`src/rtl/sbuf_rd_seq.sv`:
```
// rtl/sbuf_rd_seq.sv - systolic buffer read sequencer with skew delay and 2-entry output FIFO
module sbuf_rd_seq #(
    parameter int ADR_W  = 7,
    parameter int DW     = 16,
    parameter int SKEW_W = 4
) (
    input  logic              clk_i,
    input  logic              rst_i,
    input  logic              start_i,
    input  logic [ADR_W-1:0]  base_adr_i,
    input  logic [ADR_W:0]    length_i,
    input  logic [SKEW_W-1:0] skew_i,
    output logic              busy_o,
    output logic              done_o,
    output logic [ADR_W-1:0]  ram_radr_o,
    input  logic [DW-1:0]     ram_rdata_i,
    output logic [DW-1:0]     out_data_o,
    output logic              out_valid_o,
    input  logic              out_ready_i
);

    typedef enum logic [1:0] {
        S_IDLE,
        S_DELAY,
        S_RUN,
        S_DRAIN
    } state_t;

    state_t              state_q, state_d;
    logic [ADR_W-1:0]    ptr_q, ptr_d;
    logic [ADR_W:0]      rem_q, rem_d;
    logic [SKEW_W-1:0]   cnt_q, cnt_d;
    logic                done_q, done_d;
    logic                inflight_q;

    logic [DW-1:0]       mem_q [2];
    logic                wptr_q;
    logic                rptr_q;
    logic [1:0]          occ_q;

    logic                push;
    logic                pop;
    logic                issue;
    logic [2:0]          load;

    // A read issued last cycle returns its data now and is written into the FIFO.
    assign push = inflight_q;
    assign pop  = (occ_q != 2'd0) && out_ready_i;

    // Words committed after this cycle's pop; a new read is allowed only while
    // that total leaves room for it, which keeps occupancy at or below 2 while
    // still letting a same-cycle pop sustain one word per cycle.
    assign load  = {1'b0, occ_q} + {2'b00, inflight_q} - {2'b00, pop};
    assign issue = (state_q == S_RUN) && (rem_q != '0) && (load < 3'd2);

    assign busy_o      = (state_q != S_IDLE);
    assign done_o      = done_q;
    assign ram_radr_o  = ptr_q;
    assign out_valid_o = (occ_q != 2'd0);
    assign out_data_o  = out_valid_o ? mem_q[rptr_q] : '0;

    // Next-state logic: command capture, skew countdown, read issue and drain completion.
    always_comb begin
        state_d = state_q;
        ptr_d   = ptr_q;
        rem_d   = rem_q;
        cnt_d   = cnt_q;
        done_d  = 1'b0;
        case (state_q)
            S_IDLE: begin
                if (start_i) begin
                    if (length_i == '0) begin
                        done_d = 1'b1;
                    end else begin
                        ptr_d   = base_adr_i;
                        rem_d   = length_i;
                        cnt_d   = skew_i;
                        state_d = (skew_i != '0) ? S_DELAY : S_RUN;
                    end
                end
            end
            S_DELAY: begin
                cnt_d = cnt_q - SKEW_W'(1);
                if (cnt_q == SKEW_W'(1)) begin
                    state_d = S_RUN;
                end
            end
            S_RUN: begin
                if (issue) begin
                    ptr_d = ptr_q + ADR_W'(1);
                    rem_d = rem_q - (ADR_W+1)'(1);
                    if (rem_q == (ADR_W+1)'(1)) begin
                        state_d = S_DRAIN;
                    end
                end
            end
            S_DRAIN: begin
                if (!inflight_q && (occ_q == 2'd1) && pop) begin
                    state_d = S_IDLE;
                    done_d  = 1'b1;
                end
            end
            default: state_d = S_IDLE;
        endcase
    end

    // Control registers; reset abandons any stream without a done pulse.
    always_ff @(posedge clk_i) begin
        if (rst_i) begin
            state_q    <= S_IDLE;
            ptr_q      <= '0;
            rem_q      <= '0;
            cnt_q      <= '0;
            done_q     <= 1'b0;
            inflight_q <= 1'b0;
        end else begin
            state_q    <= state_d;
            ptr_q      <= ptr_d;
            rem_q      <= rem_d;
            cnt_q      <= cnt_d;
            done_q     <= done_d;
            inflight_q <= issue;
        end
    end

    // Two-entry output FIFO; push and pop may coincide, reset empties it.
    always_ff @(posedge clk_i) begin
        if (rst_i) begin
            wptr_q <= 1'b0;
            rptr_q <= 1'b0;
            occ_q  <= 2'd0;
        end else begin
            if (push) begin
                mem_q[wptr_q] <= ram_rdata_i;
                wptr_q        <= ~wptr_q;
            end
            if (pop) begin
                rptr_q <= ~rptr_q;
            end
            occ_q <= occ_q + {1'b0, push} - {1'b0, pop};
        end
    end

endmodule

```
`config.mk`:
```
export PLATFORM = sky130hd
export DESIGN_NAME = sbuf_rd_seq
export DESIGN_NICKNAME = d
export VERILOG_FILES = /design/src/rtl/sbuf_rd_seq.sv
export SDC_FILE = /design/constraint.sdc
export NUM_CORES = 1
export LEC_CHECK = 0
export CAP_MARGIN = 15
export CORE_MARGIN = 5
export CORE_UTILIZATION = 46
export CTS_CLUSTER_DIAMETER = 150
export DETAILED_ROUTE_END_ITERATION = 16
export GPL_TIMING_DRIVEN = 0
export PLACE_DENSITY = 0.84
export SLEW_MARGIN = 15
export SYNTH_ARGS = -nofsm -noshare
export SYNTH_HDL_FRONTEND = slang
export SYNTH_SLANG_ARGS = --single-unit
```
`constraint.sdc`:
```
create_clock -name clk_i -period 2.8 [get_ports clk_i]
set_input_delay 0.56 -clock clk_i [delete_from_list [all_inputs] [get_ports clk_i]]
set_output_delay 0.56 -clock clk_i [all_outputs]
set_load 0.005 [all_outputs]
```
# == After elaboration in Yosys (flattened, before gate mapping) ==
# Memories as Yosys holds them, arrays and structs flattened. A register that Yosys moved wholly into a read port is not among the register bits.
# Cells that the tools add are included.
# word_totals
register_bits,27
mem_bits_rw,32
inputBits,39
output_inout_bits,26
elab_cells,78
mem_count,1
# memory_table
name,depth,width,rd,rd_ports_with_merged_regs,write_ports,line_no,rtl
mem_q,2,16,1,1,1,36,logic [DW-1:0] mem_q [2];
# classes
addsub,7
magnitude_cmp,1
eq_ne,12
muxes,29
bitwise,2
reduce_logical,17
# ops
cell,n
$mux 8,3
$mux 7,3
$mux 16,1
$pmux 8 s2,1
$mux 2,7
$pmux 7 s2,1
$ne 2x2->1 const B,5
$eq 8x1->1 const B,1
$logic_not 8->1,1
$mux 1,8
$mux 4,2
$pmux 2 s4,1
$pmux 4 s2,1
$reduce_bool 2->1,4
$reduce_bool 8->1,1
$sub 8x1->8 const B,1
$add 7x1->7 const B,1
$reduce_and 6->1,1
$logic_and 1x1->1,5
$eq 2x1->1 const B,2
$eq 2x2->1 const B,2
$eq 4x1->1 const B,1
$reduce_and 4->1,1
$reduce_bool 4->1,1
12 further kinds,13

# == Logic depth before layout (Yosys ltp) ==
# Gate-level depths: netlist (run 1).
# logic_depth
depth_word,7
ltp_mapped,13
mapped_depth_nobuf,11

# == Least setup slack after synthesis (run 1) ==
# No wires, ideal clock.
# synth_path
path_type,reg-to-reg
startpoint,register occ_q[0]
endpoint,"register ptr_q[0], in the netlist ram_radr_o[0]"
setup_ns,0.070
arrival_ns,2.728
t_required_ns,2.730
setup_slack_ns,0.001
path_stages_with_launch,12
n_path_buf,0
period_less_slack_ns,2.799
path_cell_list,dfxtp_1 nor2_1 nor2b_1 ha_1 inv_1 ha_1 fa_1 xnor2_1 a211o_2 a22o_1 or3_1 a21oi_1
# synth_between
elab_chain_cells,7
word_cells_on_any_way,8
classes_between,add/sub (2); order compare (1); eq/ne (1); reduce/logical (4)
# synth_lines
item,line_no,rtl
"start, declared",39,logic [1:0] occ_q;
"start signal, assigned",140,"occ_q <= occ_q + {1'b0, push} - {1'b0, pop};"
$reduce_bool 2->1,48,assign pop = (occ_q != 2'd0) && out_ready_i;
$logic_and 1x1->1,48,
named net pop,42,logic pop;
$sub 3x1->3,53,"assign load = {1'b0, occ_q} + {2'b00, inflight_q} - {2'b00, pop};"
$lt 3x2->1,54,assign issue = (state_q == S_RUN) && (rem_q != '0) && (load < 3'd2);
$logic_and 1x1->1,54,
$ne 2x2->1 (no line),n/a,
$reduce_and 4->1 (no line),n/a,
"end signal, assigned",118,ptr_q <= ptr_d;
"end, declared",30,"logic [ADR_W-1:0] ptr_q, ptr_d;"
# The timed path passes the listed nets, and every way through them passes these cells.
# A chain may end at the register's enable or synchronous reset.

# == Worst setup path in the final report (run 1) ==
# layout_path
startpoint,input port out_ready_i
endpoint,"register ptr_q[1], in the netlist ram_radr_o[1]"
# layout_between
elab_chain_cells,6
# layout_lines
item,line_no,rtl
"start, declared",19,input logic out_ready_i
$logic_and 1x1->1,48,
named net pop,42,
$sub 3x1->3,53,
named net load[1],44,logic [2:0] load;
$lt 3x2->1,54,
$logic_and 1x1->1,54,
$ne 2x2->1 (no line),n/a,
$reduce_and 4->1 (no line),n/a,
# The timed path passes the listed nets, and every way through them passes these cells.

==> flow_metrics.env, run 1 <==
export IMPL_yosysUniqueCellTypes=46
export IMPL_avgRoutedWirePerCell_um=15.5
export IMPL_routabilityCongestion=0.870
export IMPL_max_stage_delay_ps=450
export IMPL_synthesis_nets=351
export IMPL_cts_inserted_buffers=9
export IMPL_synth_avg_cell_area_um2=10.1
export IMPL_worst_path_max_fanout=5
export IMPL_finalMaxSlewViolations=0
export IMPL_ys_seq_elements=60
export IMPL_cts_root_buf="clkbuf_8"
export IMPL_drt_first_pass_iters=4
export IMPL_finalHoldViolCount=0
export IMPL_ys_seq_area_share_pct=50.6
export IMPL_synth_area_leader_cell="edfxtp_1"
export IMPL_max_freq_ghz=0.370
export IMPL_multi_input_area_um2=1400
export IMPL_fin_crit_sh_pct=96.6
export IMPL_grtUsageTotal_pct=16.9
export IMPL_clk_pin_slew_ps=70
export IMPL_outcome="finished clean"
export IMPL_setup_violations=0
export IMPL_wl_mm=7.14
export IMPL_grt_overflow_total=0
export IMPL_synth_area_mux_share_pct=7.07
export IMPL_n_antenna_cell=0
export IMPL_die_h_um=90.8
export IMPL_cp_slowest_cell="fa_2"
export IMPL_ctsHtreeMaxLevel=3
export IMPL_worstPathArrival_ps=2900
export IMPL_stdcell_count=460
export IMPL_top_layer="met4"
export IMPL_synth_top_family_by_area="simple AND/OR/NAND/NOR gates"
export IMPL_synth_simple_area_share_pct=15.4
export IMPL_synth_compound_area_share_pct=13.9
export IMPL_routedLengthMet1_mm=2.94
export IMPL_drtAntennaViolNets=0
export IMPL_required_ps=2990
export IMPL_min_period_ps=2700
export IMPL_start_util_pct=47.3
export IMPL_vdd_drop_max_mv=0.687
export IMPL_dieArea_um2=8250
export IMPL_drive_above_1_share_pct=12.0
export IMPL_vias=2588
export IMPL_io_pins=65
export IMPL_startpoint="out_ready_i"
export IMPL_path_class="input port to flip-flop"
export IMPL_cts_sinks=60
export IMPL_synth_top_area_share_pct=32.0
export IMPL_grt_pass1_wl_mm=11.5
export IMPL_rows=29
export IMPL_nets=431
export IMPL_fin_worst_skew_ps=6.24
export IMPL_syn_to_final_growth_pct=37.2
export IMPL_cts_hold_buf=0
export IMPL_r2r_end="ram_radr_o[1]"
export IMPL_worst_r2r_setup_slack_ps=110
export IMPL_rsz0062_at_grt="false"
export IMPL_tritoncts="done"
export IMPL_die_width_um=90.8
export IMPL_crit_chain="clkdlybuf4s15_1, nor2b_4, ha_4, inv_1, ha_2, fa_2, a211o_4, a22oi_2, buf_6, bufbuf_16, a311oi_1"
export IMPL_via_per_inst=5.63
export IMPL_ys_top_cells_by_area="edfxtp_1 (32%), dfxtp_1 (19%), mux2i_1 (6.3%)"
export IMPL_coreArea_um2=6350
export IMPL_synthAdderAreaFrac_pct=6.08
export IMPL_fin_util_pct=65.0
export IMPL_antenna_found_initial=0
export IMPL_worst_setup_path_end_kind="flip-flop"
export IMPL_rr_startpoint="occ_q[0]"
export IMPL_ys_warn_count=0
export IMPL_io_buffers=63
export IMPL_p_leak_nw=1.51
export IMPL_clk_latency_ps=330
export IMPL_startpoint_type="input port"
export IMPL_fillCellCount=485
export IMPL_netlist_area_um2=3010
export IMPL_dp_cells=439
export IMPL_dp_hpwl_mm=4.98
export IMPL_drc=0
export IMPL_tightestPinTransition_ps=733
export IMPL_maxCapViolations=0
export IMPL_seqCellArea_um2=1520
export IMPL_critPathCapture="ram_radr_o[1]"
export IMPL_min_path_cells=2
export IMPL_dr_wl_met2_mm=3.39
export IMPL_dr_wl_met3_um=622
export IMPL_slew_headroom_pct=51.1
export IMPL_clock_path_buffers=2
export IMPL_grt_max_degree=17
export IMPL_p_per_area_nw_per_um2=1070
export IMPL_holdCritPathClass="flip-flop to flip-flop"
export IMPL_synthCells=298
export IMPL_grt_pass1_vias=2489
export IMPL_drt_iter0_drc=140
export IMPL_ff2ff_path_depth=11
export IMPL_synth_xor_area_share_pct=1.75
## through the flow
| step | worst slack (ps) | instance area [um^2] | power, mW | setup TNS (ps) | hold WS [ps] |
|---|---|---|---|---|---|
| CTS | 66.9 | 4110 | 4.36 | 0 | 505 |
| detailed placement | -641 | 3750 | 3.19 | -9500 | 497 |
| finish | 96.2 | 4130 | 4.42 | 0 | 498 |
| floorplan | 1.35 | 3010 | 2.54 | 0 | 467 |
| global route | 5.89 | 4130 | 4.71 | 0 | 532 |
| global placement | -597 | 3730 | 3.14 | -17310 | 481 |
## worst min-delay path by stage
stage	endpoint	start	slack, ps
floorplan	cnt_q[3]	cnt_q[3]	470
global placement	cnt_q[3]	cnt_q[3]	480
detailed placement	cnt_q[3]	cnt_q[3]	500
CTS	cnt_q[3]	cnt_q[3]	510
global route	ram_radr_o[6]	ram_radr_o[6]	530
finish	cnt_q[3]	cnt_q[3]	500
## state kept, by name, indices dropped and copies added (netlist names), named ones only
name / cells
wptr_q: 1
occ_q: 2
ram_radr_o: 7
rem_q: 8
done_o: 1
cnt_q: 4
inflight_q: 1
rptr_q: 1
mem_q: 32
state_q: 2
## synth_stat cells, drive strengths merged
cell,instances
buf,6
and3,1
o32ai,2
dfxtp,28
nor3b,3
a211oi,4
a21oi,28
nor3,5
ha,13
o2bb2ai,1
or4,2
nor2b,4
a311oi,2
nand2b,2
a22oi,3
a22o,1
mux2,2
nand3,10
a21bo,1
nand4b,2
a222oi,1
nand3b,4
o21ai,19
nor2,39
mux2i,19
inv,22
xnor2,4
and3b,1
or3,3
xor2,2
or2,3
a32oi,1
clkbuf,10
a31oi,3
nor4,2
a32o,1
nand4,2
nand2,7
a211o,2
edfxtp,32
fa,1
## layout make-up
class                   count  share of cell area, %
repair buffers             70                   17.1
clock inverters             7                   2.79
well taps                  77                   2.33
multi-input cells         200                   33.8
clock buffers               9                   3.00
plain buffers              15                   2.03
flip-flops and latches     60                   36.9
inverters                  22                   2.00
## cell families (layout without fill, tap and decap cells)
kind of cell / Yosys count / count (layout)
and+or+nand+nor: 90 / 90
AOI/OAI and AO/OA: 69 / 69
DFF: 60 / 60
buffers and inverters: 38 / 123
muxes: 21 / 21
adders and majority gates: 14 / 14
xor gates and xnor gates: 6 / 6
## layout by cell type (no fill, tap or decap), types with 4 or more instances in the layout
cell / n
o21ai_0: 17
inv_1: 22
nand2_1: 7
dfxtp_1: 27
nand3_1: 10
nor2_1: 38
nand3b_1: 4
nor3_1: 5
edfxtp_1: 32
clkbuf_8: 9
xnor2_1: 4
a21oi_1: 27
clkbuf_1: 9
ha_1: 11
mux2i_1: 19
buf_4: 5
clkdlybuf4s50_1: 62
## per-layer routing
metal	vias to the layer above	GRT usage, %
met5	-	0
met4	0	7.70
met3	21	4.00
met2	144	28.1
met1	1191	20.7
li1	1232	-
## repair_timing
item                                    CTS  global route
endpoints found under the setup margin   19             9
cloned                                    2             0
pin swaps                                 8             3
gates resized for setup                  16             4
buffers inserted                          4             0
## worst max-delay path, delay by kind of cell
family	cells	cell delay, ps
fa+ha+maj	3	810
compound gates	3	680
buf+inv	4	660
simple gates	1	180
## power breakdown
group	internal (mW)	total [mW]	switching, mW
combinational	1.11	2.19	1.08
clock	0.588	0.933	0.345
sequential	1.10	1.30	0.197
total	2.80	4.42	1.63
No activity file was read; power rests on OpenSTA's default activity.
==> run 2, diff against run 1 <==
--- a/config.mk
+++ b/config.mk
@@ -12,6 +12,7 @@
 export DETAILED_ROUTE_END_ITERATION = 16
 export GPL_TIMING_DRIVEN = 0
 export PLACE_DENSITY = 0.84
+export RECOVER_POWER = 50
 export SLEW_MARGIN = 15
 export SYNTH_ARGS = -nofsm -noshare
 export SYNTH_HDL_FRONTEND = slang
==> run 2 against run 1 <==
Against the previous run: core utilization is 0.079 points lower; clock power hardly changed; non-clock buffer count did not move; register-to-register slack is essentially flat; worst hold slack about the same; maximum frequency about the same; combinational power is essentially flat; critical path depth unchanged; largest power group unchanged; via count shrank 0.50%.
==> flow_metrics.env, run 2 (same netlist as run 1, synthesis figures left out) <==
export IMPL_largest_register="mem_q"
export IMPL_outcome="finished clean"
export IMPL_routabilityCongestion=0.870
export IMPL_max_stage_delay_ps=450
export IMPL_wl_mm=7.14
export IMPL_critPathTopFamily="adder cells"
export IMPL_start_util_pct=47.3
export IMPL_io_pins=65
export IMPL_ctsHtreeMaxLevel=3
export IMPL_clk_latency_ps=330
export IMPL_grt_pass1_vias=2489
export IMPL_seqCellArea_um2=1520
export IMPL_n_antenna_cell=0
export IMPL_holdCritPathClass="flip-flop to flip-flop"
export IMPL_required_ps=2990
export IMPL_place_ws_ps=-641
export IMPL_worstPathArrival_ps=2900
export IMPL_cts_sinks=60
export IMPL_avgRoutedWirePerCell_um=15.5
export IMPL_crit_chain="clkdlybuf4s15_1, nor2b_4, ha_4, inv_1, ha_2, fa_2, a211o_4, a22oi_2, buf_6, bufbuf_16, a311oi_1"
export IMPL_layout_commonest_cell="clkdlybuf4s50_1"
export IMPL_worst_path_max_fanout=5
export IMPL_worst_setup_path_end_kind="flip-flop"
export IMPL_finalHoldViolCount=0
export IMPL_antenna_found_initial=0
export IMPL_cts_root_buf="clkbuf_8"
export IMPL_rows=29
export IMPL_grtUsageTotal_pct=16.9
export IMPL_maxCapViolations=0
export IMPL_path_class="input port to flip-flop"
export IMPL_holdWs_ps=498
export IMPL_crit_buf_inv=4
export IMPL_drt_first_pass_iters=5
export IMPL_clk_pin_slew_ps=70
export IMPL_dp_hpwl_mm=4.98
export IMPL_max_freq_ghz=0.370
export IMPL_largest_reg_flops=32
export IMPL_fillCellCount=485
export IMPL_grt_pass1_wl_mm=11.5
export IMPL_p_total_mw=4.42
export IMPL_vias=2575
export IMPL_die_h_um=90.8
export IMPL_syn_to_final_growth_pct=37.1
export IMPL_grt_max_degree=17
export IMPL_drtAntennaViolNets=0
export IMPL_finalMaxSlewViolations=0
export IMPL_die_width_um=90.8
export IMPL_final_cell_mix="clkdlybuf4s50_1 (42), nor2_1 (38), edfxtp_1 (32)"
export IMPL_rsz0062_at_grt="false"
export IMPL_vdd_drop_max_mv=0.678
export IMPL_drive_above_1_share_pct=11.7
export IMPL_multi_input_area_um2=1390
export IMPL_tritoncts="done"
export IMPL_io_buffers=63
export IMPL_grt_overflow_total=0
export IMPL_tightestPinTransition_ps=890
export IMPL_clock_path_buffers=2
export IMPL_setup_violations=0
export IMPL_min_period_ps=2710
export IMPL_dieArea_um2=8250
export IMPL_coreArea_um2=6350
export IMPL_drt_iter0_drc=139
export IMPL_p_leak_nw=1.52
export IMPL_cts_inserted_buffers=9
export IMPL_via_per_inst=5.60
export IMPL_drc=0
export IMPL_cp_slowest_cell="fa_2"
export IMPL_startpoint_type="input port"
export IMPL_fin_crit_sh_pct=96.7
export IMPL_slew_headroom_pct=40.5
export IMPL_p_per_area_nw_per_um2=1070
export IMPL_fin_worst_skew_ps=7.06
export IMPL_nets=431
export IMPL_fin_ws_ps=93.7
## run 2: worst paths after layout
| check | from | end | slack, ps | cells past startpoint |
|---|---|---|---|---|
| worst max-delay path | out_ready_i | ram_radr_o[1] | 90 | 11 |
| worst min-delay path | cnt_q[3] | cnt_q[3] | 500 | 2 |
| worst max register to register | occ_q[0] | ram_radr_o[1] | 110 | 11 |
| worst min register to register | cnt_q[3] | cnt_q[3] | 500 | 2 |
## run 2: stage by stage
stage / cell area (um^2) / utilization, % / instances / TNS [ps]
final: 4120 / 64.9 / 460 / 0
after detailed placement: 3750 / 59.0 / 439 / -9500
after CTS: 4110 / 64.7 / 460 / 0
after floorplan: 3010 / - / 298 / 0
after global placement: 3730 / 58.8 / 438 / -17310
after global routing: 4120 / 64.9 / 460 / 0
## run 2: layer usage
metal / vias up / global-route usage, % / part of all wire [%]
li1: 1232 / - / -
met1: 1182 / 20.7 / 41
met2: 140 / 28.1 / 47
met3: 21 / 4.00 / 8.7
met4: 0 / 7.70 / 2.6
met5: - / 0 / 0
## run 2: final cells by class
type / instances / area share, %
buffer: 15 / 2.03
clock inverter: 7 / 2.79
inverter: 22 / 2.00
multi-input combinational: 200 / 33.8
sequential: 60 / 36.9
timing repair buffer: 70 / 17.1
clock buffer: 9 / 3.01
tap: 77 / 2.34
## run 2: repair_timing
item,CTS,global route
gates cloned,2,0
setup endpoints to repair,19,9
pin swaps,8,3
hold buffers,0,0
setup buffers,4,0
resized for setup,16,4
## run 2: tightest hold or removal path: stages (launching register included)
cell,delay (ps)
dfxtp_1,330
o21ai_0,70
a21oi_1,60
## run 2: report_power, final
part / total, mW / switching, mW / internal [mW]
Sequential: 1.30 / 0.197 / 1.10
Combinational: 2.18 / 1.09 / 1.10
Clock: 0.934 / 0.346 / 0.588
Total: 4.42 / 1.63 / 2.79
==> variant: new RTL, settings of run 2 <==
Set the parameter `SKEW_W` to 3 (it was 4).
--- a/src/rtl/sbuf_rd_seq.sv
+++ b/src/rtl/sbuf_rd_seq.sv
@@ -3,5 +3,5 @@
     parameter int ADR_W  = 7,
     parameter int DW     = 16,
-    parameter int SKEW_W = 4
+    parameter int SKEW_W = 3
 ) (
     input  logic              clk_i,
Interface: changed (resized skew_i); port bits go from 65 to 64. The function was not compared with the original's and may differ.
==> variant against run 2 <==
- worst setup slack got worse by 33 ps
- synthesized area fell by 3.1%
- sequential cell count fell by 1
- routed wire length rose by 3.4%
- power fell by 16%
- design area fell by 3.5%
- clock skew rose by 5.6 ps
- clock power fell by 25%
- critical endpoint is now rem_q[1]$_SDFFE_PP0P_
==> variant: results <==
{
  "status": "complete, no violations",
  "wl_met1_um": 2990,
  "place_area_um2": 3640,
  "wl_per_cell_um": 16.9,
  "wl_um": 7380,
  "synth_seq_area_share_pct": 51.5,
  "cpPeakStageDelay_ps": 470,
  "dp_hpwl_um": 4990,
  "drive_above_1_share_pct": 15.0,
  "gp_congestion": 0.980,
  "drt-initial-drc-count": 208,
  "antenna_found_initial": 0,
  "syn_nets": 326,
  "ys_top_cells_by_count": "nor2_1 (33), edfxtp_1 (32), dfxtp_1 (27)",
  "dp.cells": 414,
  "drt-vias-per-instance": 5.66,
  "grt_first_pass_wirelength_um": 11200,
  "grtUsageMet2_pct": 29.7,
  "wl_met2_um": 3590,
  "portBuffers": 62,
  "dr_wl_met3_um": 693,
  "synthFlopType": "edfxtp_1",
  "synth.area.top_cells": "edfxtp_1 (33%), dfxtp_1 (19%), mux2i_1 (6.5%)",
  "h-tree-depth": 3,
  "grt.met1_usage_pct": 22.3,
  "nFillCells": 491,
  "cts-hold-fix-buffers": 0,
  "ys_types": 55,
  "worst_clock_skew_ps": 12.7,
  "dp_slack_ps": -746,
  "path_max_fanout": 6,
  "grt_use_met3_pct": 5.57,
  "clk_latency_ps": 350,
  "firstDrtPassIters": 5,
  "arrival_ps": 3010,
  "peakVddDrop_mv": 0.456,
  "track_usage_pct": 18.2,
  "largest_reg_flops": 32,
  "syn_avg_cell_area_um2": 10.6,
  "grt_pass1_vias": 2424,
  "grt_start_max_net_pins": 17,
  "crit_family": "adder cells",
  "p_leak_uw": 0.00142,
  "tightestPinTransition_ps": 701
}
variant: cell types whose count changed in the layout (fill, tap and decap cells not counted), sizes merged, moves of 5 or more:
cell | before | now
a21oi | 28 | 20
o31ai | 0 | 5
nand3 | 10 | 2
nor2 | 39 | 33
o21ai | 19 | 7
variant: timing repair:
| item | 4_1_cts | 5_1_grt |
|---|---|---|
| pin swaps | 3 | 9 |
| endpoints found under the setup margin | 17 | 23 |
| setup buffers | 4 | 5 |
| hold endpoints to repair | 0 | 0 |
| resized for setup | 8 | 16 |
variant: kinds of logic after synthesis:
logic type | after synthesis | share of synthesized area (%)
XOR/XNOR | 4 | 1.20
adder cells (fa/ha/maj) | 14 | 6.27
flip-flops | 59 | 51.5
AND/OR/NAND/NOR | 80 | 14.1
buffers and inverters | 34 | 4.55
multiplexers | 21 | 7.30
AO/OA/AOI/OAI | 62 | 15.0
variant: final cells by class:
| class | instances | area, µm² | area share, % |
|---|---|---|---|
| sequential | 59 | 1500 | 37.8 |
| buffer | 10 | 42.5 | 1.07 |
| tap | 77 | 96.3 | 2.42 |
| inverter | 23 | 86.3 | 2.17 |
| multi-input combinational | 181 | 1380 | 34.6 |
| clock buffer | 9 | 124 | 3.12 |
| clock inverter | 7 | 53.8 | 1.35 |
| timing repair buffer | 72 | 694 | 17.5 |
variant: power by group:
| group | switching [µW] | total [µW] | leakage [µW] | internal [µW] |
|---|---|---|---|---|
| Clock | 378 | 703 | 0.0000818 | 324 |
| Combinational | 902 | 1810 | 0.000832 | 906 |
| Sequential | 153 | 1200 | 0.000510 | 1050 |
| Total | 1430 | 3710 | 0.00142 | 2280 |
variant: through the flow:
| stage | utilization (%) | setup TNS (ps) | hold slack [ps] | total power, µW |
|---|---|---|---|---|
| 2_1_floorplan | - | 0 | 461 | 2130 |
| 3_3_place_gp | 58.2 | -18150 | 469 | 2690 |
| 3_5_place_dp | 58.4 | -9530 | 478 | 2730 |
| 4_1_cts | 62.1 | 0 | 493 | 3530 |
| 5_1_grt | 63.7 | -52.1 | 516 | 3930 |
| 6_report | 63.7 | 0 | 490 | 3710 |
variant: worst min-delay path: stages, from the launching register on:
cell,delay [ps]
dfxtp_1,330
nand2_1,60
o32ai_1,60
variant: worst paths after layout:
kind	startpoint	to	slack (ps)	depth (start not counted)
worst min-delay path	ram_radr_o[6]$_SDFFE_PP0P_	ram_radr_o[6]$_SDFFE_PP0P_	490	2
worst min register to register	ram_radr_o[6]$_SDFFE_PP0P_	ram_radr_o[6]$_SDFFE_PP0P_	490	2
worst max-delay path	occ_q[1]$_SDFF_PP0_	rem_q[1]$_SDFFE_PP0P_	60	13
worst max register to register	occ_q[1]$_SDFF_PP0_	rem_q[1]$_SDFFE_PP0P_	60	13
